## src/rtl/dispatch_stage.sv

```systemverilog
// Single-entry dispatch stage: holds one renamed instruction, tracks PRN busy state and
// routes to the ALU (0) or LSU (1) issue queue. Define DISPATCH_ZERO_PRN_EN to hardwire PRN 0 as ready.
module dispatch_stage #(
  parameter int INST_ID_BITS = 6,
  parameter int PRN_BITS     = 6,
  parameter int MAX_OPERANDS = 3
) (
  input  logic                                   clk,
  input  logic                                   rst_n,
  input  logic                                   flush,
  input  logic                                   in_valid,
  output logic                                   in_ready,
  input  logic [INST_ID_BITS-1:0]                in_inst_id,
  input  logic [31:0]                            in_raw_instr,
  input  logic [63:0]                            in_pc,
  input  logic [MAX_OPERANDS-1:0]                in_prn_input_valid,
  input  logic [MAX_OPERANDS-1:0][PRN_BITS-1:0]  in_prn_input,
  input  logic [MAX_OPERANDS-1:0]                in_prn_output_valid,
  input  logic [MAX_OPERANDS-1:0][PRN_BITS-1:0]  in_prn_output,
  input  logic                                   peek_valid,
  input  logic [PRN_BITS-1:0]                    peek_prn,
  output logic [1:0]                             iq_inst_valid,
  input  logic [1:0]                             iq_queue_ready,
  output logic [INST_ID_BITS-1:0]                out_inst_id,
  output logic [31:0]                            out_raw_instr,
  output logic [63:0]                            out_pc,
  output logic [MAX_OPERANDS-1:0]                out_prn_input_valid,
  output logic [MAX_OPERANDS-1:0][PRN_BITS-1:0]  out_prn_input,
  output logic [MAX_OPERANDS-1:0]                out_prn_output_valid,
  output logic [MAX_OPERANDS-1:0][PRN_BITS-1:0]  out_prn_output,
  output logic [MAX_OPERANDS-1:0]                out_prn_input_ready
);

  localparam int PRN_COUNT = 2**PRN_BITS;

`ifdef DISPATCH_ZERO_PRN_EN
  localparam bit ZERO_PRN = 1'b1;
`else
  localparam bit ZERO_PRN = 1'b0;
`endif

  logic                    held;
  logic                    target;
  logic [MAX_OPERANDS-1:0] held_ready;
  logic [PRN_COUNT-1:0]    busy;

  logic                    fire;
  logic                    accept;
  logic                    in_target;
  logic [MAX_OPERANDS-1:0] lookup_ready;
  logic [MAX_OPERANDS-1:0] snoop_hit;
  logic [PRN_COUNT-1:0]    busy_set;
  logic [PRN_COUNT-1:0]    busy_clr;

  // Load/store class: bit 27 set with bit 25 clear.
  assign in_target = in_raw_instr[27] & ~in_raw_instr[25];

  assign fire     = held && iq_queue_ready[target] && !flush;
  assign in_ready = rst_n && !flush && (!held || fire);
  assign accept   = in_valid && in_ready;

  always_comb begin
    iq_inst_valid = 2'b00;
    if (rst_n && held && !flush) iq_inst_valid[target] = 1'b1;
  end

  // Lookup sees the busy table as it stood before this edge, plus the live broadcast.
  always_comb begin
    lookup_ready = '0;
    snoop_hit    = '0;
    for (int j = 0; j < MAX_OPERANDS; j++) begin
      lookup_ready[j] = in_prn_input_valid[j] &&
                        (!busy[in_prn_input[j]] ||
                         (peek_valid && peek_prn == in_prn_input[j]) ||
                         (ZERO_PRN && in_prn_input[j] == '0));
      snoop_hit[j]    = out_prn_input_valid[j] && peek_valid && peek_prn == out_prn_input[j];
    end
  end

  assign out_prn_input_ready = held_ready | snoop_hit;

  always_comb begin
    busy_set = '0;
    busy_clr = '0;
    if (peek_valid) busy_clr[peek_prn] = 1'b1;
    if (accept) begin
      for (int j = 0; j < MAX_OPERANDS; j++) begin
        if (in_prn_output_valid[j] && !(ZERO_PRN && in_prn_output[j] == '0))
          busy_set[in_prn_output[j]] = 1'b1;
      end
    end
  end

  always_ff @(posedge clk) begin
    if (!rst_n) begin
      held                 <= 1'b0;
      target               <= 1'b0;
      held_ready           <= '0;
      busy                 <= '0;
      out_inst_id          <= '0;
      out_raw_instr        <= '0;
      out_pc               <= '0;
      out_prn_input_valid  <= '0;
      out_prn_input        <= '0;
      out_prn_output_valid <= '0;
      out_prn_output       <= '0;
    end else begin
      // Set wins over a same-cycle clear of the same PRN.
      busy <= (busy & ~busy_clr) | busy_set;
      if (accept) begin
        held                 <= 1'b1;
        target               <= in_target;
        held_ready           <= lookup_ready;
        out_inst_id          <= in_inst_id;
        out_raw_instr        <= in_raw_instr;
        out_pc               <= in_pc;
        out_prn_input_valid  <= in_prn_input_valid;
        out_prn_input        <= in_prn_input;
        out_prn_output_valid <= in_prn_output_valid;
        out_prn_output       <= in_prn_output;
      end else begin
        if (fire || flush) held <= 1'b0;
        if (held) held_ready <= held_ready | snoop_hit;
      end
    end
  end

endmodule

```

## config.mk

```make
export PLATFORM = sky130hd
export DESIGN_NAME = dispatch_stage
export DESIGN_NICKNAME = d
export VERILOG_FILES = /design/src/rtl/dispatch_stage.sv
export SDC_FILE = /design/constraint.sdc
export NUM_CORES = 1
export LEC_CHECK = 0
export CAP_MARGIN = 10
export CORE_MARGIN = 2
export CORE_UTILIZATION = 35
export CTS_CLUSTER_SIZE = 16
export DETAILED_ROUTE_END_ITERATION = 16
export PLACE_DENSITY = 0.6
export SLEW_MARGIN = 10
export SYNTH_ARGS = -nofsm -noshare
export SYNTH_HDL_FRONTEND = slang
export SYNTH_SLANG_ARGS = --single-unit
```

## constraint.sdc

```tcl
create_clock -name clk -period 3.7 [get_ports clk]
set_input_delay 0.37 -clock clk [delete_from_list [all_inputs] [get_ports clk]]
set_output_delay 0.37 -clock clk [all_outputs]
set_load 0.05 [all_outputs]
```

==> metrics, run 1 <==
post-DP HPWL=29200 um; EDFF count, synth=0; DIE WIDTH=184 um; Placed Area=14700 um2; Lkg Pwr=0.00508 uW; hold-fix buffers at CTS=0; maximum fanout along the worst path=11; internal power=4200 uW; clk slew on worst S/H paths=0.06 ns; final setup TNS=0 ns; CTS resizes=0; Clock Latency Late Sink=0.53 ns; crit share post-route=83.0%; register area share after synthesis=37.5%; area grow syn2layout=35.9%; Synthesized Nets=1516; initial antenna violation count=0; total gr overflow=0; synthesized area=11400 um2; number of I/O pins=307; diode count=0; first-pass GRT wire length=60600 um; crit path kind=in -> out; total detailed-routing wirelength=40000 um; post-layout instance area=15500 um2; average size of a mapped cell=8.37 um2; asr flop ratio synth=0%; first-pass iteration count of the detailed router=5; # DRC=0; Vias=11.0k; Initial Util=35.2%; pin count of the biggest net entering global routing=86; sequential power share=41.5%; GPL Wtd Cong=0.876; core area=32300 um2; CTS tree=yes; postcts setup bufs=0; Layout Skew=0.0222 ns; worst-path cell chain=clkdlybuf4s50_1 -> xor2_1 -> nor4_1 -> a31o_2 -> clkdlybuf4s50_1; FMAX=0.325 GHz; Synth Instances=1359; Layout Nets=1754; Slew headroom=39.2%; final hold slack=0.372 ns; CP startpoint kind=primary input; worst path bufs/invs=2; dpl ws=0.624 ns; pwr/cell area=372 nW/um2; CTS root buf=clkbuf_16; status=finished clean; clock power share=42.4%; Cell Rows=66; Sw Pwr=1540 uW; Hold Fails Final Rpt=0; IO buf count=306; clock net sink count=213; Worst EP arrival=2.70 ns; die height=184 um; CTS H-tree depth=1; All-Layer GR Usage=22.6%; Final Max Tran Viols=0; CP top delay family=buffers and inverters; # setup viols final=0; Wirelength per Cell=19.5 um; most frequent cells in the layout=314 x nand2_1, 305 x clkdlybuf4s50_1, 213 x dfxtp_1; Longest Clk Path Bufs=3; Worst path slowest cell=clkdlybuf4s50_1; vias in the first global route=10.2k; Main synth FF type=dfxtp_1; minimum clock period=3.07 ns; Req. time, crit path=3.33 ns; post-route ant nets=0; number of synthesized register bits=213; switching share of total power=26.8%; slowest stage delay, CP=0.81 ns; Max-Cap Viols=0; final worst-path setup slack=0.628 ns; IR Drop Worst-Case VDD=258 uV; combinational share of power=16.1%; Setup crit end kind=output pin; warnings from Yosys=0; RSZ-0062 raised after global routing=false; drt via density=5.36; commonest non-fill, non-tap cell in the layout=nand2_1; die area=34000 um2; initial DRC count=1121; Critical Path Most Common Cell=clkdlybuf4s50_1; share of cells above drive strength 1=6.76%; total CTS buffers=25; Hold WC Path Type=in -> reg; Worst-Margin Slew=0.909 ns; Cell variety after synth=55
==> per-stage QoR <==
step | total power, uW | utilization [%] | cells
floorplan | 2970 | - | 1359
global placement | 3350 | 45.4 | 2012
detailed placement | 3360 | 45.4 | 2012
CTS | 5810 | 47.9 | 2054
global route | 5960 | 47.9 | 2054
finish | 5750 | 47.9 | 2054
==> power groups by stage <==
stage / sequential (uW) / clock [uW] / combinational, uW
after global placement: 2430 / 0 / 919
after global routing: 2390 / 2590 / 985
after detailed placement: 2440 / 0 / 922
after CTS: 2390 / 2500 / 926
after floorplan: 2600 / 0 / 367
final: 2390 / 2440 / 925
==> sequential cells by signal (all words and copies together) (netlist names) <==
signal                count
busy                     64
out_pc                   64
out_raw_instr            32
out_prn_input            18
out_prn_output           18
out_inst_id               6
held_ready                3
out_prn_input_valid       3
out_prn_output_valid      3
held                      1
target                    1
==> worst paths after layout <==
check	slack (ns)	startpoint	depth (start not counted)	to
setup / recovery	0.63	peek_prn[0]	5	out_prn_input_ready[2]
hold / removal	0.37	rst_n	2	busy[52]
setup reg to reg	1.54	target	6	held_ready[2]
hold reg to reg	0.45	out_pc[2]	2	out_pc[2]
==> synthesized netlist by cell type (3+ instances only) <==
library cell / number / share of area, %
a21boi_1: 128 / 8.4
dfxtp_1: 213 / 37
nand2b_1: 4 / 0.22
xnor2_1: 11 / 0.85
clkbuf_1: 54 / 1.8
buf_4: 7 / 0.46
or3b_2: 3 / 0.23
a21boi_0: 81 / 5.3
mux4_1: 7 / 1.6
nor2_1: 76 / 2.5
nand4_1: 6 / 0.33
buf_2: 39 / 1.7
inv_1: 4 / 0.13
nor2b_1: 17 / 0.93
nand3b_1: 17 / 1.1
nor4_1: 6 / 0.33
a21oi_1: 3 / 0.13
o21ai_0: 129 / 5.7
nand3_1: 24 / 1.1
a31o_2: 3 / 0.23
o211ai_1: 4 / 0.26
nand2_1: 314 / 10
or3_1: 5 / 0.27
buf_1: 11 / 0.36
or3b_1: 5 / 0.38
a31oi_1: 4 / 0.22
xor2_1: 24 / 1.8
a41oi_1: 4 / 0.31
nor3_1: 5 / 0.22
mux4_2: 40 / 7.9
mux2i_1: 14 / 1.2
o22ai_1: 67 / 3.7
==> metal layers <==
layer | GRT usage [%] | share of wire [%] | vias up | wire (um)
li1 | - | - | 5293 | -
met1 | 32.0 | 45 | 5184 | 18000
met3 | 3.77 | 7.4 | 55 | 2950
met2 | 35.8 | 45 | 477 | 18200
met5 | 0 | 0 | - | 0
met4 | 5.76 | 2.3 | 0 | 934
==> worst register-to-register path, stage by stage, from the launching register on <==
cell and delay, ns:
dfxtp_1 0.42, mux2_2 0.38, o211ai_1 0.41, buf_12 0.34, nand2_1 0.20, o22ai_1 0.26, a21o_1 0.11
==> cell type report <==
cell class,count,area [um2]
Tap cell,442,553
Fill cell,3141,16800
Timing Repair Buffer,325,3250
Clock inverter,8,90.1
Clock buffer,34,709
Inverter,4,15.0
Multi-Input combinational cell,1028,6580
Sequential cell,213,4260
==> logic make-up (layout without fill, tap and decap cells) <==
logic type                count (synthesis)  count (layout)  share of synthesized area, %
AOI/OAI and AO/OA                       438             438                          25.5
xor gates and xnor gates                 35              35                          2.69
buffers and inverters                   118             371                          4.78
DFF                                     213             213                          37.5
muxes                                    63              63                          11.0
and+or+nand+nor                         492             492                          18.6
Power figures use the tool's default switching activity.
==> run 2: changes to the inputs <==
Clock period 3.7 ns to 3.1 ns, I/O delays scaled along.
==> run 2 against run 1 <==
Via count is 0.81% higher. Hold slack worse by 0.20 ns. Critical path depth is 2 lower. Count of clock-buffer cells in the layout is 1 higher. Utilization is 0.30 points higher. Total power is 21% higher. Combinational power is 21% higher. Sequential share of layout area is 0.17 points lower. Cell area is 0.62% higher. Non-clock buffer count is 6 higher. Flip-flop and latch count stayed put.
==> metrics, run 2 (synthesized netlist as in run 1, its figures left out) <==
vias in the first global route=10.2k; post-DP HPWL=29000 um; minimum clock period=2.63 ns; RR Endpoint=out_pc[25]; post-route ant nets=0; total gr overflow=0; status=finished clean; sequential power share=41.1%; clock power share=42.8%; crit path kind=reg -> out; internal power=5000 uW; clock net sink count=213; crit share post-route=84.7%; clk slew on worst S/H paths=0.06 ns; area grow syn2layout=36.7%; initial antenna violation count=0; Hold Path End=out_pc[41]; Lkg Pwr=0.00513 uW; Max-Cap Viols=0; reg2reg start=target; first-pass GRT wire length=60300 um; CTS resizes=0; Layout Skew=0.0136 ns; total detailed-routing wirelength=40100 um; Worst path slowest cell=clkdlybuf4s50_1; die height=184 um; Regs by FF count=busy x64, out_pc x64, out_raw_instr x32; Clock Latency Late Sink=0.54 ns; WP depth=3; postcts setup bufs=0; CTS H-tree depth=1; pin count of the biggest net entering global routing=128; CP top delay family=buffers and inverters; CTS root buf=clkbuf_16; FMAX=0.381 GHz; final setup TNS=0 ns; Setup crit end kind=output pin; worst path bufs/invs=2; diode count=0; Longest Clk Path Bufs=3; drt via density=5.38; Initial Util=35.2%; slowest stage delay, CP=0.83 ns; # setup viols final=0; hold-fix buffers at CTS=0; post-layout instance area=15600 um2; first-pass iteration count of the detailed router=6; Hold Startpoint=rst_n; Cell Rows=66; Final Max Tran Viols=0; Vias=11.1k; final hold slack=0.169 ns; most frequent cells in the layout=314 x nand2_1, 302 x clkdlybuf4s50_1, 213 x dfxtp_1; die area=34000 um2; Worst-Margin Slew=1.07 ns; Hold WC Path Type=in -> reg; # DRC=0; area of the multi-input gates=6580 um2; CP startpoint kind=flop; RSZ-0062 raised after global routing=false; number of I/O pins=307; Wirelength per Cell=19.4 um; switching share of total power=27.7%; Slew headroom=28.7%; WHS Path Cells=2; combinational share of power=16.1%; share of cells above drive strength 1=7.52%; Req. time, crit path=2.79 ns; Register Area=4260 um2; commonest non-fill, non-tap cell in the layout=nand2_1; Layout Nets=1760; DIE WIDTH=184 um; Placed Area=14700 um2; core area=32300 um2; Hold Fails Final Rpt=0; worst-path cell chain=inv_1 -> nor3_1 -> clkdlybuf4s50_1; initial DRC count=914; total CTS buffers=25; pwr/cell area=445 nW/um2; Fill cells=3124; depth of the worst register-to-register path=6; All-Layer GR Usage=22.6%; IR Drop Worst-Case VDD=449 uV; Worst R2R Setup Slack=1.01 ns; GPL Wtd Cong=0.861; maximum fanout along the worst path=7; Worst EP arrival=2.32 ns; IO buf count=306; Sw Pwr=1920 uW; CTS tree=yes
[run 2: worst max path at each step]
| stage | startpoint | to |
|---|---|---|
| finish | held | iq_inst_valid[0] |
| detailed placement | peek_prn[0] | held_ready[1] |
| global placement | peek_prn[0] | held_ready[1] |
| global route | held | iq_inst_valid[0] |
| CTS | held | iq_inst_valid[0] |
| floorplan | rst_n | iq_inst_valid[0] |
[run 2: final cells by class]
class                      count  area share [%]
clock buffer                  35            4.65
clock inverter                11           0.708
inverter                       4          0.0965
multi-input combinational   1028            42.3
sequential                   213            27.4
tap                          442            3.55
timing repair buffer         331            21.3
[run 2: layer usage]
| metal | GRT usage [%] | vias up | part of all wire (%) |
|---|---|---|---|
| met5 | 0 | - | 0 |
| met2 | 35.6 | 468 | 45 |
| met4 | 5.86 | 0 | 2.6 |
| met1 | 31.8 | 5230 | 45 |
| met3 | 4.29 | 83 | 7.6 |
| li1 | - | 5317 | - |
[run 2: power groups by stage]
stage | Clock [uW] | Combinational, uW | Sequential (uW)
after floorplan | 0 | 438 | 3110
after global placement | 0 | 1110 | 2900
after detailed placement | 0 | 1110 | 2900
after CTS | 3040 | 1120 | 2840
after global routing | 3140 | 1190 | 2850
final | 2970 | 1120 | 2840
[run 2: through the flow]
step / instances / setup WS (ns) / util (%) / power [uW]
2_1_floorplan: 1359 / 1.07 / - / 3550
3_3_place_gp: 2018 / 0.579 / 45.6 / 4010
3_5_place_dp: 2018 / 0.574 / 45.6 / 4020
4_1_cts: 2064 / 0.438 / 48.2 / 7000
5_1_grt: 2064 / 0.361 / 48.2 / 7180
6_report: 2064 / 0.474 / 48.2 / 6930
